===== src/rtl/tr_seq_pkg.sv =====
// ---------------------------------------------------------------------------
// tr_seq_pkg
// Shared definitions for the toggle-rate sequencer:
//   - tr_state_t       : sequencer states (idle, load-reset pulse, ramp up,
//                        hold at target, ramp down)
//   - MAX_RATE_DEFAULT : default toggle-rate ceiling in percent
// ---------------------------------------------------------------------------
package tr_seq_pkg;

   typedef enum logic [2:0] {
      ST_IDLE   = 3'd0,
      ST_PRERST = 3'd1,
      ST_UP     = 3'd2,
      ST_HOLD   = 3'd3,
      ST_DOWN   = 3'd4
   } tr_state_t;

   localparam int MAX_RATE_DEFAULT = 100;

endpackage


===== src/rtl/tr_dwell_timer.sv =====
// ---------------------------------------------------------------------------
// tr_dwell_timer
// Loadable down-counter used for both the load-reset pulse length and the
// per-step dwell. A value L written with `load` makes `expire` rise exactly
// L cycles later (in the cycle where the count reads 1). Once it reaches 0
// the counter parks there until the next load.
//
// Ports
//   clk        in   1        clock
//   rst        in   1        async active-high reset
//   clear      in   1        synchronous clear to 0 (wins over load)
//   load       in   1        load `load_value` into the counter
//   load_value in   DWELL_W  value to load (>= 1 for a meaningful interval)
//   expire     out  1        high in the last cycle of the loaded interval
// ---------------------------------------------------------------------------
module tr_dwell_timer #(
   parameter int DWELL_W = 32
) (
   input  logic               clk,
   input  logic               rst,
   input  logic               clear,
   input  logic               load,
   input  logic [DWELL_W-1:0] load_value,
   output logic               expire
);

   localparam logic [DWELL_W-1:0] CNT_ZERO = DWELL_W'(0);
   localparam logic [DWELL_W-1:0] CNT_ONE  = DWELL_W'(1);

   logic [DWELL_W-1:0] count_r;

   // Down-counter: clear > load > decrement, parking at zero.
   always_ff @(posedge clk or posedge rst) begin
      if (rst) begin
         count_r <= CNT_ZERO;
      end else if (clear) begin
         count_r <= CNT_ZERO;
      end else if (load) begin
         count_r <= load_value;
      end else if (count_r != CNT_ZERO) begin
         count_r <= count_r - CNT_ONE;
      end else begin
         count_r <= count_r;
      end
   end

   assign expire = (count_r == CNT_ONE);

endmodule


===== src/rtl/toggle_rate_sequencer.sv =====
// ---------------------------------------------------------------------------
// toggle_rate_sequencer
// Drives the shared rst / TOGGLE_RATE pins of the power-measurement activity
// loads from a programmed profile: pulse the load reset, ramp the toggle rate
// up to a target in fixed steps (each step held for a dwell), hold there, and
// ramp back down when asked.
//
// Ports
//   clk          in   1        load clock
//   rst          in   1        async active-high reset
//   start        in   1        level; rising edge starts a sequence (IDLE only)
//   stop         in   1        level; rising edge ramps down (UP / HOLD only)
//   abort        in   1        level; while high the block returns to IDLE
//   target_rate  in   RATE_W   final rate in percent (clamped to MAX_RATE)
//   step_rate    in   RATE_W   rate change per step (0 treated as 1)
//   dwell_cycles in   DWELL_W  cycles spent at each rate (0 treated as 1)
//   toggle_rate  out  RATE_W   to the loads' TOGGLE_RATE
//   load_rst     out  1        to the loads' rst
//   busy         out  1        any state other than IDLE
//   at_target    out  1        in HOLD
//   done         out  1        one-cycle pulse on entry to HOLD
// ---------------------------------------------------------------------------
module toggle_rate_sequencer
   import tr_seq_pkg::*;
#(
   parameter int RATE_W   = 7,
   parameter int MAX_RATE = MAX_RATE_DEFAULT,
   parameter int DWELL_W  = 32,
   parameter int RST_HOLD = 16
) (
   input  logic               clk,
   input  logic               rst,
   input  logic               start,
   input  logic               stop,
   input  logic               abort,
   input  logic [RATE_W-1:0]  target_rate,
   input  logic [RATE_W-1:0]  step_rate,
   input  logic [DWELL_W-1:0] dwell_cycles,
   output logic [RATE_W-1:0]  toggle_rate,
   output logic               load_rst,
   output logic               busy,
   output logic               at_target,
   output logic               done
);

   // Ceiling limited to what RATE_W can represent, so the clamp never wraps.
   localparam int                 RATE_CODE_MAX = (1 << RATE_W) - 1;
   localparam int                 CEIL_INT      = (MAX_RATE > RATE_CODE_MAX) ? RATE_CODE_MAX : MAX_RATE;
   localparam logic [RATE_W:0]    CEIL_WIDE     = (RATE_W+1)'(CEIL_INT);
   localparam logic [RATE_W-1:0]  RATE_ZERO     = RATE_W'(0);
   localparam logic [RATE_W-1:0]  RATE_ONE      = RATE_W'(1);
   localparam logic [DWELL_W-1:0] DWELL_ZERO    = DWELL_W'(0);
   localparam logic [DWELL_W-1:0] DWELL_ONE     = DWELL_W'(1);
   localparam logic [DWELL_W-1:0] RST_LOAD      = DWELL_W'(RST_HOLD);

   // Saturating increment: a + b computed one bit wider, limited to ceil.
   function automatic logic [RATE_W-1:0] sat_add(input logic [RATE_W-1:0] a,
                                                  input logic [RATE_W-1:0] b,
                                                  input logic [RATE_W-1:0] ceil);
      logic [RATE_W:0] sum;
      sum = {1'b0, a} + {1'b0, b};
      if (sum > {1'b0, ceil}) begin
         sat_add = ceil;
      end else begin
         sat_add = sum[RATE_W-1:0];
      end
   endfunction

   // Saturating decrement: a borrow shows up in the extra top bit -> floor at 0.
   function automatic logic [RATE_W-1:0] sat_sub(input logic [RATE_W-1:0] a,
                                                  input logic [RATE_W-1:0] b);
      logic [RATE_W:0] diff;
      diff = {1'b0, a} - {1'b0, b};
      if (diff[RATE_W]) begin
         sat_sub = RATE_ZERO;
      end else begin
         sat_sub = diff[RATE_W-1:0];
      end
   endfunction

   // Registered state and outputs
   tr_state_t          state_r;
   logic [RATE_W-1:0]  rate_r;
   logic               load_rst_r;
   logic               busy_r;
   logic               at_target_r;
   logic               done_r;

   // Edge detection and latched command
   logic               start_q_r;
   logic               stop_q_r;
   logic [RATE_W-1:0]  target_r;
   logic [RATE_W-1:0]  step_r;
   logic [DWELL_W-1:0] dwell_r;

   // Next-state / combinational helpers
   tr_state_t          state_s;
   logic [RATE_W-1:0]  rate_s;
   logic               load_rst_s;
   logic               done_s;
   logic               latch_s;
   logic               tmr_load_s;
   logic               tmr_clear_s;
   logic [DWELL_W-1:0] tmr_value_s;
   logic               tmr_expire_s;
   logic               start_edge_s;
   logic               stop_edge_s;
   logic               stop_take_s;
   logic [RATE_W-1:0]  tgt_in_s;
   logic [RATE_W-1:0]  stp_in_s;
   logic [DWELL_W-1:0] dwl_in_s;
   logic [RATE_W-1:0]  rate_up_s;
   logic [RATE_W-1:0]  rate_dn_s;
   logic [RATE_W-1:0]  first_rate_s;

   assign start_edge_s = start & ~start_q_r;
   assign stop_edge_s  = stop & ~stop_q_r;
   // Stop only has meaning while ramping up or holding.
   assign stop_take_s  = stop_edge_s & ((state_r == ST_UP) | (state_r == ST_HOLD));

   assign rate_up_s    = sat_add(rate_r, step_r, target_r);
   assign rate_dn_s    = sat_sub(rate_r, step_r);
   assign first_rate_s = (step_r < target_r) ? step_r : target_r;

   tr_dwell_timer #(
      .DWELL_W    (DWELL_W)
   ) u_timer (
      .clk        (clk),
      .rst        (rst),
      .clear      (tmr_clear_s),
      .load       (tmr_load_s),
      .load_value (tmr_value_s),
      .expire     (tmr_expire_s)
   );

   // Command sanitising: clamp the target, promote zero step / zero dwell to 1.
   always_comb begin
      tgt_in_s = target_rate;
      stp_in_s = step_rate;
      dwl_in_s = dwell_cycles;
      if ({1'b0, target_rate} > CEIL_WIDE) begin
         tgt_in_s = CEIL_WIDE[RATE_W-1:0];
      end else begin
         tgt_in_s = target_rate;
      end
      if (step_rate == RATE_ZERO) begin
         stp_in_s = RATE_ONE;
      end else begin
         stp_in_s = step_rate;
      end
      if (dwell_cycles == DWELL_ZERO) begin
         dwl_in_s = DWELL_ONE;
      end else begin
         dwl_in_s = dwell_cycles;
      end
   end

   // Input edge-detect copies, sampled every cycle.
   always_ff @(posedge clk or posedge rst) begin
      if (rst) begin
         start_q_r <= 1'b0;
         stop_q_r  <= 1'b0;
      end else begin
         start_q_r <= start;
         stop_q_r  <= stop;
      end
   end

   // Command latch, written only when a start edge is accepted.
   always_ff @(posedge clk or posedge rst) begin
      if (rst) begin
         target_r <= RATE_ZERO;
         step_r   <= RATE_ZERO;
         dwell_r  <= DWELL_ZERO;
      end else if (latch_s) begin
         target_r <= tgt_in_s;
         step_r   <= stp_in_s;
         dwell_r  <= dwl_in_s;
      end else begin
         target_r <= target_r;
         step_r   <= step_r;
         dwell_r  <= dwell_r;
      end
   end

   // Next-state and next-output logic; priority abort > stop > dwell expiry.
   always_comb begin
      state_s     = state_r;
      rate_s      = rate_r;
      load_rst_s  = 1'b0;
      done_s      = 1'b0;
      latch_s     = 1'b0;
      tmr_load_s  = 1'b0;
      tmr_clear_s = 1'b0;
      tmr_value_s = dwell_r;

      if (abort) begin
         state_s     = ST_IDLE;
         rate_s      = RATE_ZERO;
         tmr_clear_s = 1'b1;
      end else if (stop_take_s) begin
         // Ramp-down starts from the current rate; nothing to do at zero.
         if (rate_r == RATE_ZERO) begin
            state_s     = ST_IDLE;
            rate_s      = RATE_ZERO;
            tmr_clear_s = 1'b1;
         end else begin
            state_s    = ST_DOWN;
            rate_s     = rate_dn_s;
            tmr_load_s = 1'b1;
         end
      end else begin
         case (state_r)
            ST_IDLE: begin
               rate_s = RATE_ZERO;
               if (start_edge_s) begin
                  state_s     = ST_PRERST;
                  load_rst_s  = 1'b1;
                  latch_s     = 1'b1;
                  tmr_load_s  = 1'b1;
                  tmr_value_s = RST_LOAD;
               end else begin
                  state_s = ST_IDLE;
               end
            end

            ST_PRERST: begin
               rate_s = RATE_ZERO;
               if (tmr_expire_s) begin
                  // A zero target skips the ramp and lands straight in HOLD.
                  if (target_r == RATE_ZERO) begin
                     state_s = ST_HOLD;
                     done_s  = 1'b1;
                  end else begin
                     state_s    = ST_UP;
                     rate_s     = first_rate_s;
                     tmr_load_s = 1'b1;
                  end
               end else begin
                  load_rst_s = 1'b1;
               end
            end

            ST_UP: begin
               if (tmr_expire_s) begin
                  if (rate_r < target_r) begin
                     rate_s     = rate_up_s;
                     tmr_load_s = 1'b1;
                  end else begin
                     state_s = ST_HOLD;
                     done_s  = 1'b1;
                  end
               end else begin
                  state_s = ST_UP;
               end
            end

            ST_HOLD: begin
               state_s = ST_HOLD;
            end

            ST_DOWN: begin
               if (tmr_expire_s) begin
                  if (rate_r == RATE_ZERO) begin
                     state_s = ST_IDLE;
                  end else begin
                     rate_s     = rate_dn_s;
                     tmr_load_s = 1'b1;
                  end
               end else begin
                  state_s = ST_DOWN;
               end
            end

            default: begin
               state_s     = ST_IDLE;
               rate_s      = RATE_ZERO;
               tmr_clear_s = 1'b1;
            end
         endcase
      end
   end

   // State and output registers; status flags are derived from the next state
   // so they line up with the registered rate.
   always_ff @(posedge clk or posedge rst) begin
      if (rst) begin
         state_r     <= ST_IDLE;
         rate_r      <= RATE_ZERO;
         load_rst_r  <= 1'b0;
         busy_r      <= 1'b0;
         at_target_r <= 1'b0;
         done_r      <= 1'b0;
      end else begin
         state_r     <= state_s;
         rate_r      <= rate_s;
         load_rst_r  <= load_rst_s;
         busy_r      <= (state_s != ST_IDLE);
         at_target_r <= (state_s == ST_HOLD);
         done_r      <= done_s;
      end
   end

   assign toggle_rate = rate_r;
   assign load_rst    = load_rst_r;
   assign busy        = busy_r;
   assign at_target   = at_target_r;
   assign done        = done_r;

endmodule


===== config.mk =====
export PLATFORM = sky130hd
export DESIGN_NAME = toggle_rate_sequencer
export DESIGN_NICKNAME = d
export VERILOG_FILES = /design/src/rtl/tr_seq_pkg.sv /design/src/rtl/tr_dwell_timer.sv /design/src/rtl/toggle_rate_sequencer.sv
export SDC_FILE = /design/constraint.sdc
export NUM_CORES = 1
export LEC_CHECK = 0
export ABC_AREA = 1
export BUFFER_PORTS_ARGS = -buffer_cell sky130_fd_sc_hd__buf_2
export CAP_MARGIN = 20
export CORE_MARGIN = 1
export CORE_UTILIZATION = 45
export CTS_BUF_LIST = sky130_fd_sc_hd__clkbuf_8
export CTS_CLUSTER_SIZE = 8
export DETAILED_ROUTE_END_ITERATION = 8
export PLACE_DENSITY = 0.69
export SYNTH_ARGS = -nofsm -noshare
export SYNTH_HDL_FRONTEND = slang
export SYNTH_SLANG_ARGS = --single-unit

===== constraint.sdc =====
create_clock -name clk -period 9.3 [get_ports clk]
set_input_delay 1.86 -clock clk [delete_from_list [all_inputs] [get_ports clk]]
set_output_delay 1.86 -clock clk [all_outputs]
set_load 0.1 [all_outputs]

Word level (Yosys, flattened, before mapping)
Cells that the tools add are included.
{"block": "totals", "regBits": 94, "inputBits": 51, "output_inout_bits": 11}
{"block": "op_classes", "add_sub_neg": 3, "magnitude_cmp": 4, "n_eq_ne": 11, "n_mux": 62, "bitwise_logic": 6, "n_reduce_logical": 10}
{"cell": "32-bit two-way mux", "count": 8}
{"cell": "7-bit two-way mux", "count": 14}
{"cell": "32-bit by 1-bit equality test with 1-bit output, second input constant", "count": 1}
{"cell": "32-bit zero test", "count": 1}
{"cell": "32-bit nonzero test", "count": 1}
{"cell": "32-bit by 1-bit subtractor with 32-bit output, second input constant", "count": 1}
{"cell": "7-bit one-hot mux with 4 select lines", "count": 1}
{"cell": "1-bit two-way mux", "count": 27}
{"cell": "3-bit two-way mux", "count": 8}
{"cell": "7-bit zero test", "count": 3}
{"cell": "3-bit one-hot mux with 5 select lines", "count": 1}
{"cell": "7-bit less-than comparator", "count": 2}
{"cell": "4-bit inequality test, second input constant", "count": 3}
{"cell": "3-bit by 2-bit equality test with 1-bit output, second input constant", "count": 3}
{"cell": "7-bit by 7-bit adder with 8-bit output", "count": 1}
{"cell": "8-bit by 7-bit greater-than comparator with 1-bit output", "count": 1}
{"cell": "7-bit by 7-bit subtractor with 8-bit output", "count": 1}
{"cell": "7-bit greater-than comparator, second input constant", "count": 1}
{"cell": "3-bit nonzero test", "count": 2}
{"cell": "5-bit AND reduction", "count": 1}
{"cell": "5-bit OR reduction", "count": 1}
{"cell": "4-bit by 3-bit inequality test with 1-bit output, second input constant", "count": 1}
{"cell": "1-bit one-hot mux with 2 select lines", "count": 2}
{"cell": "1-bit one-hot mux with 4 select lines", "count": 1}
{"cell": "other kinds (7)", "count": 10}

Logic depth before layout (Yosys ltp)
{"block": "logic_depth", "word_depth": 8, "ltp_mapped": 24, "depth_no_buf": 24}

Hierarchy
A second synthesis with hierarchy kept.
{"block": "unflattened", "hier_cells": 1016, "hier_area_um2": 6761.5}
{"module": "toggle_rate_sequencer", "instances": 1, "cells_per_inst": 624, "area_each_um2": 4342.9, "seq_area_each_um2": 1551.5}
{"module": "tr_dwell_timer", "instances": 1, "cells_per_inst": 392, "area_each_um2": 2418.6, "seq_area_each_um2": 800.8}

Worst setup path after synthesis
No wires, ideal clock.
{"block": "synth_timing", "path_type": "register -> register", "from": "reg rate_r[4], in the netlist toggle_rate[4]", "to": "reg rate_r[3], in the netlist toggle_rate[3]", "setup_ns": 0.068, "arrival_time_ns": 3.189, "t_required_ns": 9.232, "path_slack_ns": 6.043, "path_stages_with_launch": 22, "synth_period_minus_slack_ns": 3.257, "path_cell_list": "dfrtp_1 > ha_1 > buf_2 > nor2_1 > nand3_1 > nand2_1 > nand2_1 > nand2_1 > inv_1 > ha_1 > a21o_1 > a21oi_1 > nand2_1 > nand2_1 > nand2_1 > nand2_1 > nand3_1 > nand2_1 > nand2_1 > nand2_1 > nand2_1 > nand2_1"}
{"block": "synth_between", "elab_chain_len": 8}
{"item": "from (decl)", "line": "toggle_rate_sequencer.sv:83", "text": "logic [RATE_W-1:0] rate_r;"}
{"item": "from (signal assigned)", "line": "toggle_rate_sequencer.sv:296", "text": "rate_r <= rate_s;"}
{"item": "7-bit by 7-bit adder with 8-bit output", "line": "toggle_rate_sequencer.sv:61", "text": "sum = {1'b0, a} + {1'b0, b};"}
{"item": "8-bit by 7-bit greater-than comparator with 1-bit output", "line": "toggle_rate_sequencer.sv:62", "text": "if (sum > {1'b0, ceil}) begin"}
{"item": "7-bit two-way mux", "line": "toggle_rate_sequencer.sv:62"}
{"item": "7-bit two-way mux", "line": "toggle_rate_sequencer.sv:246", "text": "if (rate_r < target_r) begin"}
{"item": "7-bit two-way mux", "line": "toggle_rate_sequencer.sv:245", "text": "if (tmr_expire_s) begin"}
{"item": "7-bit one-hot mux with 4 select lines", "line": "toggle_rate_sequencer.sv:213", "text": "case (state_r)"}
{"item": "7-bit two-way mux", "line": "toggle_rate_sequencer.sv:201", "text": "end else if (stop_take_s) begin"}
{"item": "7-bit two-way mux", "line": "toggle_rate_sequencer.sv:197", "text": "if (abort) begin"}
Several ways; a longest one is shown, not always the timed one. The select of a mux whose other input is x is not followed.
A chain may end at the register's enable or synchronous reset.

Worst setup path after layout
{"block": "layout_timing", "from": "in stop", "to": "reg u_timer.count_r[10]"}
{"block": "layout_between", "elab_chain_len": 6}
{"item": "from (decl)", "line": "toggle_rate_sequencer.sv:34", "text": "input logic stop,"}
{"item": "1-bit bitwise AND *", "line": "toggle_rate_sequencer.sv:117", "text": "assign stop_edge_s = stop & ~stop_q_r;"}
{"item": "1-bit bitwise AND *", "line": "toggle_rate_sequencer.sv:119", "text": "assign stop_take_s = stop_edge_s & ((state_r == ST_UP) | (state_r == ST_HOLD));"}
{"item": "32-bit two-way mux / 1-bit two-way mux (equally long branches)", "line": "toggle_rate_sequencer.sv:201"}
{"item": "32-bit two-way mux / 1-bit two-way mux (equally long branches)", "line": "toggle_rate_sequencer.sv:197"}
{"item": "32-bit two-way mux", "line": "tr_dwell_timer.sv:38", "text": "end else if (load) begin"}
{"item": "32-bit two-way mux", "line": "tr_dwell_timer.sv:36", "text": "end else if (clear) begin"}
{"item": "to (signal assigned)", "line": "tr_dwell_timer.sv:39", "text": "count_r <= load_value;"}
{"item": "to (signal assigned)", "line": "tr_dwell_timer.sv:41", "text": "count_r <= count_r - CNT_ONE;"}
{"item": "to (signal assigned)", "line": "tr_dwell_timer.sv:43", "text": "count_r <= count_r;"}
{"item": "to (decl)", "line": "tr_dwell_timer.sv:30", "text": "logic [DWELL_W-1:0] count_r;"}
Every way passes the cells marked *; elsewhere a longest branch is shown, timed or not.

==> results_dict.tcl <==
set metrics [dict create \
    routedWlPerCell_um 13.5 \
    rrSetupSlack_ps 5850 \
    num_vias 5571 \
    grt_max_degree 73 \
    antennaDiodeCount 0 \
    r2r_start "state_r[2]" \
    synth-compound-area-share_pct 6.94 \
    rows 43 \
    die_x_um 121 \
    core_area_mm2 0.0138 \
    netlist_top_cells_area "dfrtp_1 (37%), nand2_1 (17%), ha_1 (6.9%)" \
    layout.cell_area.non_filler_mm2 0.00698 \
    antenna_found_initial 0 \
    cts_tree "built" \
    synth_cell_types 41 \
    crit_required_ps 9560 \
    maxSlewViolCount 0 \
    synth-xor-area-share_pct 4.55 \
    muxShareOfSynthArea_pct 0 \
    synth_top_area_cell "dfrtp_1" \
    postSynth.asyncResetShare_pct 100 \
    power_density_mw_per_mm2 200 \
    yosysWarningCount 0 \
    cts_buffers 9 \
    hold_path_depth 2 \
    synth_top_family_by_area "simple AND/OR/NAND/NOR gates" \
    cp_max_fo 38 \
    post_dp_cell_area_mm2 0.00677 \
    vias_per_cell 5.01 \
    holdCritStartpoint "dwell_r[2]" \
    hold_buffers 0 \
    finalSetupViolations 0 \
    dr.pass1.iters 5 \
    ir_drop_uv 101 \
    whs_ps 478 \
    clk_path_buf_depth 2 \
    ff2ff_path_depth 12 \
    rsz0062_at_grt "no" \
    dp_cells 1096 \
    synthSimpleGateAreaFrac_pct 35.9 \
    synth_fa_ha_area_share_pct 7.53 \
    ys_ff_latch 94 \
    synth_top_area_share_pct 37.0 \
    min_period_ps 3890 \
    finalCritPeriodShare_pct 41.8 \
    worst_slack_ps 5410 \
    syn_area_mm2 0.00635 \
    synth.net_count 963 \
    area_growth_pct 9.85 \
    p_total_mw 1.40 \
    die_y_um 121 \
    worst_clock_skew_ps 11.4 \
    overflow 0 \
    hold_viol 0 \
    tightest_slew_ps 907 \
    clock-sinks 94 \
    initial_utilization_pct 45.9 \
    crit_type "input pin to flip-flop" \
    grt_pass1_wl_um 25200 \
    leakagePower_nw 3.82 \
    synth_edf_count 0 \
    grt_usage_pct 22.2 \
    die_area_mm2 0.0146 \
    final_util_pct 50.4 \
    clk_pin_slew_ps 90 \
    drt_iter0_drc 327 \
    ys_seq_area_share_pct 37.0 \
    end_kind "flip-flop" \
    clk_latency_ps 380 \
    setup_tns_ps 0 \
    ant_nets 0 \
    hold_path_end "dwell_r[2]" \
    drc_errors 0 \
    final_cells 1111 \
    synthFlopType "dfrtp_1" \
    portBuffers 61 \
    grt_pass1_vias 5094 \
    routabilityCongestion 0.893 \
    htree_levels 3 \
    syn_area_per_cell_um2 7.26 \
    final_nets 1015 \
    cts_root_buf "clkbuf_8" \
    fmax_mhz 257 \
    cts_setup_buffers 0 \
    ios 62 \
    cp-start-kind "input pin" \
    status "finished clean" \
    relSlewSlack_pct 39.4 \
    r2r-end "u_timer.count_r[10]" \
    postSynthCellCount 875 \
    arrival_ps 4150 \
    drive_gt1_share_pct 15.6 \
    routed_wl_um 15000 \
    hpwl_um 11400 \
    hold_path.class "flip-flop to flip-flop" \
    dp_slack_ps 4990 \
    cts_resized 0 \
    maxCapViolCount 0 \
]
-- layout by cell type (no fill, tap or decap), types with 2 or more instances in the layout --
master       n
nand3_2      2
or2_2        3
nand3b_1     8
nand4_1     14
inv_1       97
nor2_1      58
buf_4        2
nand2_2      3
o21ai_1      4
buf_2       61
nor2_2      46
dfrtp_1     94
xor2_1      21
bufinv_16    2
ha_1        35
a21oi_1     22
nor3_1       9
o21a_1       2
inv_2        3
fa_1         2
inv_6        2
nor4_1       4
nand3_1     55
nor2_4       3
nor3_2       2
o21ai_0     47
xnor2_1     12
nand2_1    294
clkbuf_8     9
-- worst max path at each step --
stage / from / endpoint / cells past startpoint
after floorplan: rst / at_target / 1
after global placement: stop / u_timer.count_r[26] / 10
after detailed placement: stop / u_timer.count_r[29] / 10
after CTS: stop / u_timer.count_r[29] / 10
after global routing: stop / u_timer.count_r[9] / 10
final: stop / u_timer.count_r[10] / 10
-- cells in the mapped netlist, types with 4 or more instances --
cell type / n
nand4_1: 14
dfrtp_1: 94
o21ai_1: 4
buf_2: 6
clkbuf_1: 9
a21oi_1: 22
nor3_1: 9
nand3_1: 55
o21ai_0: 47
inv_1: 97
nor2_2: 45
nand3b_1: 8
nand2_1: 294
ha_1: 35
nor4_1: 4
xnor2_1: 12
nor2_1: 59
xor2_1: 21
buf_6: 5
-- worst max-delay path, stage by stage --
cell and delay (ps):
buf_2 90, inv_1 60, nor3_4 290, inv_2 150
nand3_2 130, nand2_2 410, inv_1 860, nand2_1 110
nand2_1 120, nor2_2 40
-- power by group --
group	internal (mW)	total (mW)	switching, mW
clock network	0.151	0.303	0.152
registers	0.481	0.531	0.0506
logic	0.204	0.564	0.360
total	0.835	1.40	0.563
-- cell type report --
class                   count  area [µm²]
multi-input cells         659        3490
well taps                 180         225
flip-flops and latches     94        2350
inverters                 100         378
clock inverters             6        86.3
clock buffers               9         124
fillers                  1360        6850
repair buffers             63         320
-- per-layer routing --
metal	up-vias	wire [µm]	GRT usage [%]
met1	2545	7450	32.7
met2	151	6500	32.9
met3	19	829	3.73
met4	0	275	7.72
met5	-	0	0
li1	2856	-	-
-- registers in the layout (all words and copies together), names as in the netlist --
signal,flops
at_target,1
state_r,3
toggle_rate,7
start_q_r,1
done,1
busy,1
dwell_r,32
target_r,7
u_timer.count_r,32
load_rst,1
stop_q_r,1
step_r,7
-- kinds of logic after synthesis --
group,count (synthesis)
XOR/XNOR,33
adder cells (fa/ha/maj),37
AO/OA/AOI/OAI,82
AND/OR/NAND/NOR,507
buffers and inverters,122
flip-flops,94
Power figures use the tool's default switching activity.
